===== src/rtl/mem_arbiter.sv =====
// Round-robin arbiter sharing one single-port RAM between the instruction and
// data ports of two cores, with data-over-instruction priority and a watchdog abort.
module mem_arbiter_core #(
  parameter int W = 32
) (
  input  logic         CLK,
  input  logic         RST,
  input  logic         iREN,
  input  logic         dREN,
  input  logic         dWEN,
  input  logic         sel,
  input  logic         gdata,
  input  logic         resp,
  input  logic         cap,
  input  logic [W-1:0] cap_data,
  output logic         active,
  output logic         iwait,
  output logic         dwait,
  output logic [W-1:0] iload,
  output logic [W-1:0] dload
);
  assign active = iREN | dREN | dWEN;
  assign iwait  = iREN & ~(resp & sel & ~gdata);
  assign dwait  = (dREN | dWEN) & ~(resp & sel & gdata);

  // Load registers only move when this core's granted port captures a response.
  always_ff @(posedge CLK) begin
    if (RST) begin
      iload <= '0;
      dload <= '0;
    end else if (cap & sel) begin
      if (gdata) dload <= cap_data;
      else       iload <= cap_data;
    end
  end
endmodule

module mem_arbiter #(
  parameter int          TIMEOUT = 255,
  parameter logic [31:0] ERRWORD = 32'hBAD1BAD1
) (
  input  logic             CLK,
  input  logic             RST,
  input  logic [1:0]       iREN,
  input  logic [1:0][31:0] iaddr,
  output logic [1:0][31:0] iload,
  output logic [1:0]       iwait,
  input  logic [1:0]       dREN,
  input  logic [1:0]       dWEN,
  input  logic [1:0][31:0] daddr,
  input  logic [1:0][31:0] dstore,
  output logic [1:0][31:0] dload,
  output logic [1:0]       dwait,
  output logic             ramREN,
  output logic             ramWEN,
  output logic [31:0]      ramaddr,
  output logic [31:0]      ramstore,
  input  logic [31:0]      ramload,
  input  logic             ram_ack,
  output logic             err
);
  localparam int NCORE = 2;
  localparam int W = 32;
  localparam logic [9:0] TMO = 10'(TIMEOUT);

  typedef enum logic [1:0] {IDLE, ACCESS, RESP} state_t;

  state_t           state;
  logic             rr, gcore, gdata, gwr;
  logic [9:0]       cnt, cnt_nxt;
  logic [NCORE-1:0] active;
  logic             pick, dsel, tmo_hit, cap, resp;
  logic [W-1:0]     cap_data;

  always_comb begin
    pick     = active[rr] ? rr : ~rr;
    dsel     = dREN[pick] | dWEN[pick];
    cnt_nxt  = cnt + 10'd1;
    tmo_hit  = (cnt_nxt == TMO);
    resp     = (state == RESP);
    // Writes capture nothing on ack; an abort always loads the error word.
    cap      = (state == ACCESS) & ((ram_ack & ~gwr) | (tmo_hit & ~ram_ack));
    cap_data = ram_ack ? ramload : ERRWORD;
  end

  for (genvar c = 0; c < NCORE; c++) begin : g_core
    mem_arbiter_core #(.W(W)) u_core (
      .CLK      (CLK),
      .RST      (RST),
      .iREN     (iREN[c]),
      .dREN     (dREN[c]),
      .dWEN     (dWEN[c]),
      .sel      (gcore == 1'(c)),
      .gdata    (gdata),
      .resp     (resp),
      .cap      (cap),
      .cap_data (cap_data),
      .active   (active[c]),
      .iwait    (iwait[c]),
      .dwait    (dwait[c]),
      .iload    (iload[c]),
      .dload    (dload[c])
    );
  end

  always_ff @(posedge CLK) begin
    if (RST) begin
      state    <= IDLE;
      rr       <= 1'b0;
      cnt      <= '0;
      gcore    <= 1'b0;
      gdata    <= 1'b0;
      gwr      <= 1'b0;
      ramREN   <= 1'b0;
      ramWEN   <= 1'b0;
      ramaddr  <= '0;
      ramstore <= '0;
      err      <= 1'b0;
    end else begin
      err <= 1'b0;
      case (state)
        IDLE: if (|active) begin
          gcore    <= pick;
          gdata    <= dsel;
          gwr      <= dWEN[pick];
          ramaddr  <= dsel ? daddr[pick] : iaddr[pick];
          ramstore <= dstore[pick];
          ramREN   <= ~dWEN[pick];
          ramWEN   <= dWEN[pick];
          cnt      <= '0;
          state    <= ACCESS;
        end
        ACCESS: begin
          cnt <= cnt_nxt;
          // An ack in the final watchdog cycle still counts as success.
          if (ram_ack || tmo_hit) begin
            ramREN <= 1'b0;
            ramWEN <= 1'b0;
            err    <= ~ram_ack;
            state  <= RESP;
          end
        end
        RESP: begin
          rr    <= ~gcore;
          state <= IDLE;
        end
        default: state <= IDLE;
      endcase
    end
  end
endmodule


===== config.mk =====
export PLATFORM = sky130hd
export DESIGN_NAME = mem_arbiter
export DESIGN_NICKNAME = d
export VERILOG_FILES = /design/src/rtl/mem_arbiter.sv
export SDC_FILE = /design/constraint.sdc
export NUM_CORES = 1
export LEC_CHECK = 0
export BUFFER_PORTS_ARGS = -buffer_cell sky130_fd_sc_hd__buf_2
export CAP_MARGIN = 20
export CORE_AREA = 2 2 168 170
export CTS_CLUSTER_SIZE = 24
export DETAILED_ROUTE_END_ITERATION = 12
export DIE_AREA = 0 0 170 172
export GPL_TIMING_DRIVEN = 0
export PLACE_DENSITY_LB_ADDON = 0.3
export SETUP_SLACK_MARGIN = 0.2
export SLEW_MARGIN = 20
export SYNTH_ARGS = -nofsm -noshare
export SYNTH_HDL_FRONTEND = slang
export SYNTH_HIERARCHICAL = 1
export SYNTH_SLANG_ARGS = --single-unit
export TNS_END_PERCENT = 30

===== constraint.sdc =====
create_clock -name CLK -period 6.6 [get_ports CLK]
set_input_delay 0.99 -clock CLK [delete_from_list [all_inputs] [get_ports CLK]]
set_output_delay 0.99 -clock CLK [all_outputs]
set_load 0.005 [all_outputs]

## Word level (Yosys, flattened, before mapping)

Cells that the tools add are included.

| word-level totals | value |
|---|---|
| bits in registers | 211 |
| bits in latches | 0 |
| memory bits (writable) | 0 |
| bits in read-only memories | 0 |
| output and inout port bits | 199 |
| word-level logic and storage cells | 96 |
| memories kept | 0 |

| cells by class | value |
|---|---|
| $add $sub $neg | 1 |
| multipliers | 0 |
| divide/modulo/power cells | 0 |
| magnitude comparators | 2 |
| equality and inequality tests | 5 |
| shift operators | 0 |
| mux-type cells | 25 |
| bitwise logic cells | 35 |
| reductions and logical operators | 13 |

Operators with widths:

| cell | count |
|---|---|
| two-way mux 32 bit | 8 |
| one-hot mux 10 bit (2 select lines) | 1 |
| bitwise AND 1 bit | 15 |
| AND reduction 2 bit | 7 |
| NOT 1 bit | 12 |
| adder 10 x 1 -> 10 bit (second input constant) | 1 |
| == test 10 x 8 -> 1 bit (second input constant) | 1 |
| two-way mux 1 bit | 10 |
| two-way mux 10 bit | 1 |
| bitwise OR 1 bit | 8 |
| < comparator 1 x 2 -> 1 bit (second input constant) | 2 |
| two-way mux 2 bit | 2 |
| one-hot mux 1 bit (2 select lines) | 2 |
| one-hot mux 2 bit (2 select lines) | 1 |
| AND reduction 3 bit | 1 |
| OR reduction 3 bit | 1 |
| == test 2 x 1 -> 1 bit (second input constant) | 1 |
| == test 2 bit (second input constant) | 1 |
| zero test 2 bit | 1 |
| inequality test 2 x 1 -> 1 bit (second input constant) | 1 |
| inequality test 2 bit (second input constant) | 1 |
| nonzero test 2 bit | 1 |
| OR reduction 2 bit | 1 |
| logical OR 1 bit | 1 |

## Longest topological paths before layout

| logic depth | value |
|---|---|
| word-level depth | 10 |
| gate-level depth with buffers | 10 |
| depth with buffers taken out | 8 |

## Modules after synthesis

Netlist, hierarchy kept.

By module, submodules not included:

| module | instances | cells each | area an instance (um2) |
|---|---|---|---|
| mem_arbiter_core | 2 | 250 | 2,701.3 |
| mem_arbiter | 1 | 692 | 4,703.3 |

## Worst setup path after synthesis

OpenSTA, ideal clock, no wires.

| timing path | value |
|---|---|
| path kind | input -> register |
| from | input port ram_ack |
| to | register g_core[0].u_core.dload[21] |
| arrival time | 2.464 ns |
| required time | 6.528 ns |
| slack | 4.065 ns |
| cell stages on the path | 8 |
| path through | clkbuf_1 > clkbuf_1 > nand3b_1 > o31ai_2 > and3_2 > buf_4 > buf_6 > mux2i_1 |

| on the way | value |
|---|---|
| word-level cells in the longest chain between the ends | 6 |
| elaborated cells on any way between the ends | 8 |

RTL lines:

| element | RTL line | text |
|---|---|---|
| start, declared | 59 | `input logic ram_ack,` |
| NOT 1 bit | 82 | `cap = (state == ACCESS) & ((ram_ack & ~gwr) \| (tmo_hit & ~ram_ack));` |
| bitwise AND 1 bit | 82 |  |
| bitwise OR 1 bit * | 82 |  |
| bitwise AND 1 bit * | 82 |  |
| net cap | 72 | `logic pick, dsel, tmo_hit, cap, resp;` |
| bitwise AND 1 bit * | 31 | `end else if (cap & sel) begin` |
| AND reduction 2 bit (no source line) * | n/a |  |
| end signal, assigned | 32 | `if (gdata) dload <= cap_data;` |
| end, declared | 20 | `output logic [W-1:0] dload` |

The timed path passes the listed nets; every way through them passes the cells marked *.
A chain may end at the register's enable or synchronous reset.

## Worst setup path after layout

| timing path | value |
|---|---|
| from | register cnt[0] |
| to | register g_core[1].u_core.dload[29] |

| on the way | value |
|---|---|
| word-level cells in the longest chain between the ends | 7 |

RTL lines:

| element | RTL line | text |
|---|---|---|
| start, declared | 70 | `logic [9:0] cnt, cnt_nxt;` |
| start signal, assigned | 134 | `cnt <= cnt_nxt;` |
| adder 10 x 1 -> 10 bit | 78 | `cnt_nxt = cnt + 10'd1;` |
| == test 10 x 8 -> 1 bit | 79 | `tmo_hit = (cnt_nxt == TMO);` |
| bitwise AND 1 bit | 82 |  |
| bitwise OR 1 bit | 82 |  |
| bitwise AND 1 bit | 82 |  |
| net cap | 72 |  |
| bitwise AND 1 bit | 31 |  |
| AND reduction 2 bit (no source line) | n/a |  |
| end signal, assigned | 32 |  |
| end, declared | 20 |  |

The timed path passes the listed nets, and every way through them passes these cells.

==> metrics.txt <==
worst skew pair latency=around 0.52 ns; Worst Skew=between 0.008 and 0.009 ns; Vias/cell=approximately 5.0; Tot GR Track Use=0.241; setup TNS=0 ns; CP peak stage delay=~0.54 ns; Mean Syn Cell Area=8.48 µm²; Post-Syn Area=between 10,000 and 15,000 µm²; antenna violations before repair=1; Site Rows=a little over 60; Setup crit start kind=flip-flop; share of the synthesized area in the top cell type=0.418; minimum clock period=a little under 3 ns; CP max FO=10; clock network power share=0.450; total CTS buffers=25; P&R area growth vs syn=35.0%; final net count=around 1,900; root buf cell=clkbuf_16; vias in the first global route=9,919; CP Class=reg -> reg; first-pass GRT wire length=roughly 55 mm; Die Area=29,200 µm²; synth unique cells=50; post-CTS setup buffers=0; Cells after Synth=~1,200; TritonCTS clock tree=yes; routed len/inst=approximately 18 µm; synth top area cells=dfxtp_1, nand2b_1, mux2i_1, nand2_1, nand3_1; die height=approximately 170 µm; PortBufs=between 400 and 500; vias=around 10,000; Final setup viols=0; Clock Path Buffers=3; post-synth top area cell=dfxtp_1; Synth Register Bits=about 210; Hold Violations, Final=0; DR iter-0 viols=~490; Worst EP required=slightly above 7 ns; post-route cell area=13,600 µm²; Largest delay share family, worst path=compound AO/OA/AOI/OAI gates; Initial Util=0.368; area post-placement=12,700 µm²; Final Cycle Share=0.437; sequential fraction of design power=0.396; Die W=170 µm; Power Density=approximately 260 nW/µm²; CTS HTree Levels=1; RD Place Congestion=around 0.94; asr flop ratio synth=0; Pleak=6.63 nW; Max-Slew Margin vs Limit=0.527; hpwl dp=28.7 mm; Fin Hold WS=0.448 ns; largest net degree at the start of global routing=16; Seq/Total Area, Yosys=0.418; slowest cell on the critical path=o31ai_2; Hold Crit Class=reg -> reg; Gate power share=0.153; Fmax=around 350 MHz; Clock transition at path regs=~0.060 ns; total net switching power=between 0.0009 and 0.001 W; RSZ-0062 raised after global routing=no; Synthesis Warnings=6; fin. max-slew vios=0; Crit. End Element=flip-flop; DRC violation count after routing=0; measured slew at the worst slew-check pin=~0.71 ns; ratio of cells with drive above 1 in the final layout=0.321; I/O pins=~430; Pint=about 0.0026 W; data arrival time of the worst path=3.32 ns; Synth Flop Type=dfxtp_1; Peak VDD IR=about 0.15 mV; Detail Route Antenna Nets=0; Sw Share=0.262; status=finished clean; DRT Wirelength=approximately 36 mm; net count after synthesis=1,427; post-CTS sizing=0; CTS Hold Bufs=0; EDFF count, synth=0; CP cell instances=ha_1 > nand4_1 > xor2_1 > o31ai_4 > nand3_2 > o31ai_2 > and3_2 > buf_4 > buf_6 > mux2i_1; clk sink count=roughly 210; DR pass1 iterations=4; Bufs and invs on worst path=2; Max Cap Viol=0; core area=27,500 µm²; gr ovfl total=0
## logic make-up after synthesis
logic type / after synthesis / share of synthesized area
DFF: 211 / 0.418
muxes: 133 / 0.132
and+or+nand+nor: 644 / 0.321
xor gates and xnor gates: 4 / 0.00347
AOI/OAI and AO/OA: 98 / 0.0702
buffers and inverters: 100 / 0.0529
adders and majority gates: 2 / 0.00248
## sequential cells by signal, summed over array words and instances (netlist names)
register,count
rr,1
ramstore,32
cnt,10
ramREN,1
g_core.u_core/iload,64
err,1
ramaddr,32
gwr,1
gcore,1
state,2
g_core.u_core/dload,64
ramWEN,1
gdata,1
## layout by cell type, fill, tap and decap left out, types with 3 or more instances in the layout
cell type / netlist / layout
buf_4: 8 / 8
nor2_1: 53 / 53
dfxtp_1: 211 / 211
bufinv_16: 0 / 6
and2_1: 14 / 14
buf_2: 22 / 452
clkbuf_8: 0 / 7
or2_2: 3 / 3
nand3_1: 100 / 100
buf_6: 9 / 9
a311oi_1: 36 / 36
nand2b_1: 212 / 212
nand2_1: 233 / 233
mux2i_1: 132 / 132
a21oi_1: 41 / 41
clkbuf_16: 0 / 25
nand4_1: 3 / 3
inv_1: 6 / 6
a211oi_1: 3 / 3
a31oi_1: 4 / 4
o21ai_0: 3 / 3
or3_1: 3 / 3
clkbuf_1: 52 / 54
and3_2: 3 / 3
nor3_1: 3 / 3
## per-stage QoR
stage                     cells  total power [W]  utilization  setup slack, ns
after global placement     1968          0.00195        0.462             3.24
after CTS                  2013          0.00354        0.496             3.70
final                      2014          0.00350        0.496             3.72
after global routing       2014          0.00365        0.496             3.44
after detailed placement   1968          0.00196        0.462             3.18
after floorplan            1192          0.00170            -             4.06
## per-layer routing
metal  wire, µm  up-vias  GRT usage
met5          0        -          0
met4       1450        0     0.0962
met1      14400     4643      0.276
met2      18100      408      0.439
met3       2550       74     0.0506
li1           -     4913          -
## power groups by stage
stage | Combinational, W | Sequential [W] | Clock [W]
2_1_floorplan | 0.000284 | 0.00142 | 0
3_5_place_dp | 0.000541 | 0.00142 | 0
3_3_place_gp | 0.000537 | 0.00141 | 0
5_1_grt | 0.000593 | 0.00140 | 0.00166
6_report | 0.000538 | 0.00139 | 0.00158
4_1_cts | 0.000543 | 0.00139 | 0.00161
## synth_stat cells, types with 4 or more instances
master	n
mux2i_1	132
buf_4	8
and2_1	14
a311oi_1	36
clkbuf_1	52
dfxtp_1	211
nand2_1	233
nand3_1	100
nor2_1	53
inv_1	6
buf_2	22
a31oi_1	4
a21oi_1	41
nand2b_1	212
buf_6	9
## path summary, 6_finish.rpt
path / from / end / slack [ns] / cells after the start
worst max-delay path: cnt[0] / g_core[1].u_core/dload[29] / 3.72 / 10
worst min-delay path: ramaddr[8] / ramaddr[8] / 0.45 / 2
worst max register to register: cnt[0] / g_core[1].u_core/dload[29] / 3.72 / 10
worst min register to register: ramaddr[8] / ramaddr[8] / 0.45 / 2
## final cells by class
class	instances	area [µm²]
clock inverters	11	215
plain buffers	94	512
repair buffers	430	2150
fillers	2728	13800
inverters	6	22.5
diodes	1	2.50
flip-flops and latches	211	4220
multi-input cells	881	5350
well taps	346	433
clock buffers	34	729
## tightest hold or removal path, stage by stage, from the launching register on
cell,delay [ns]
dfxtp_1,0.30
nand2_1,0.05
a21oi_1,0.05
Power figures use the tool's default switching activity.
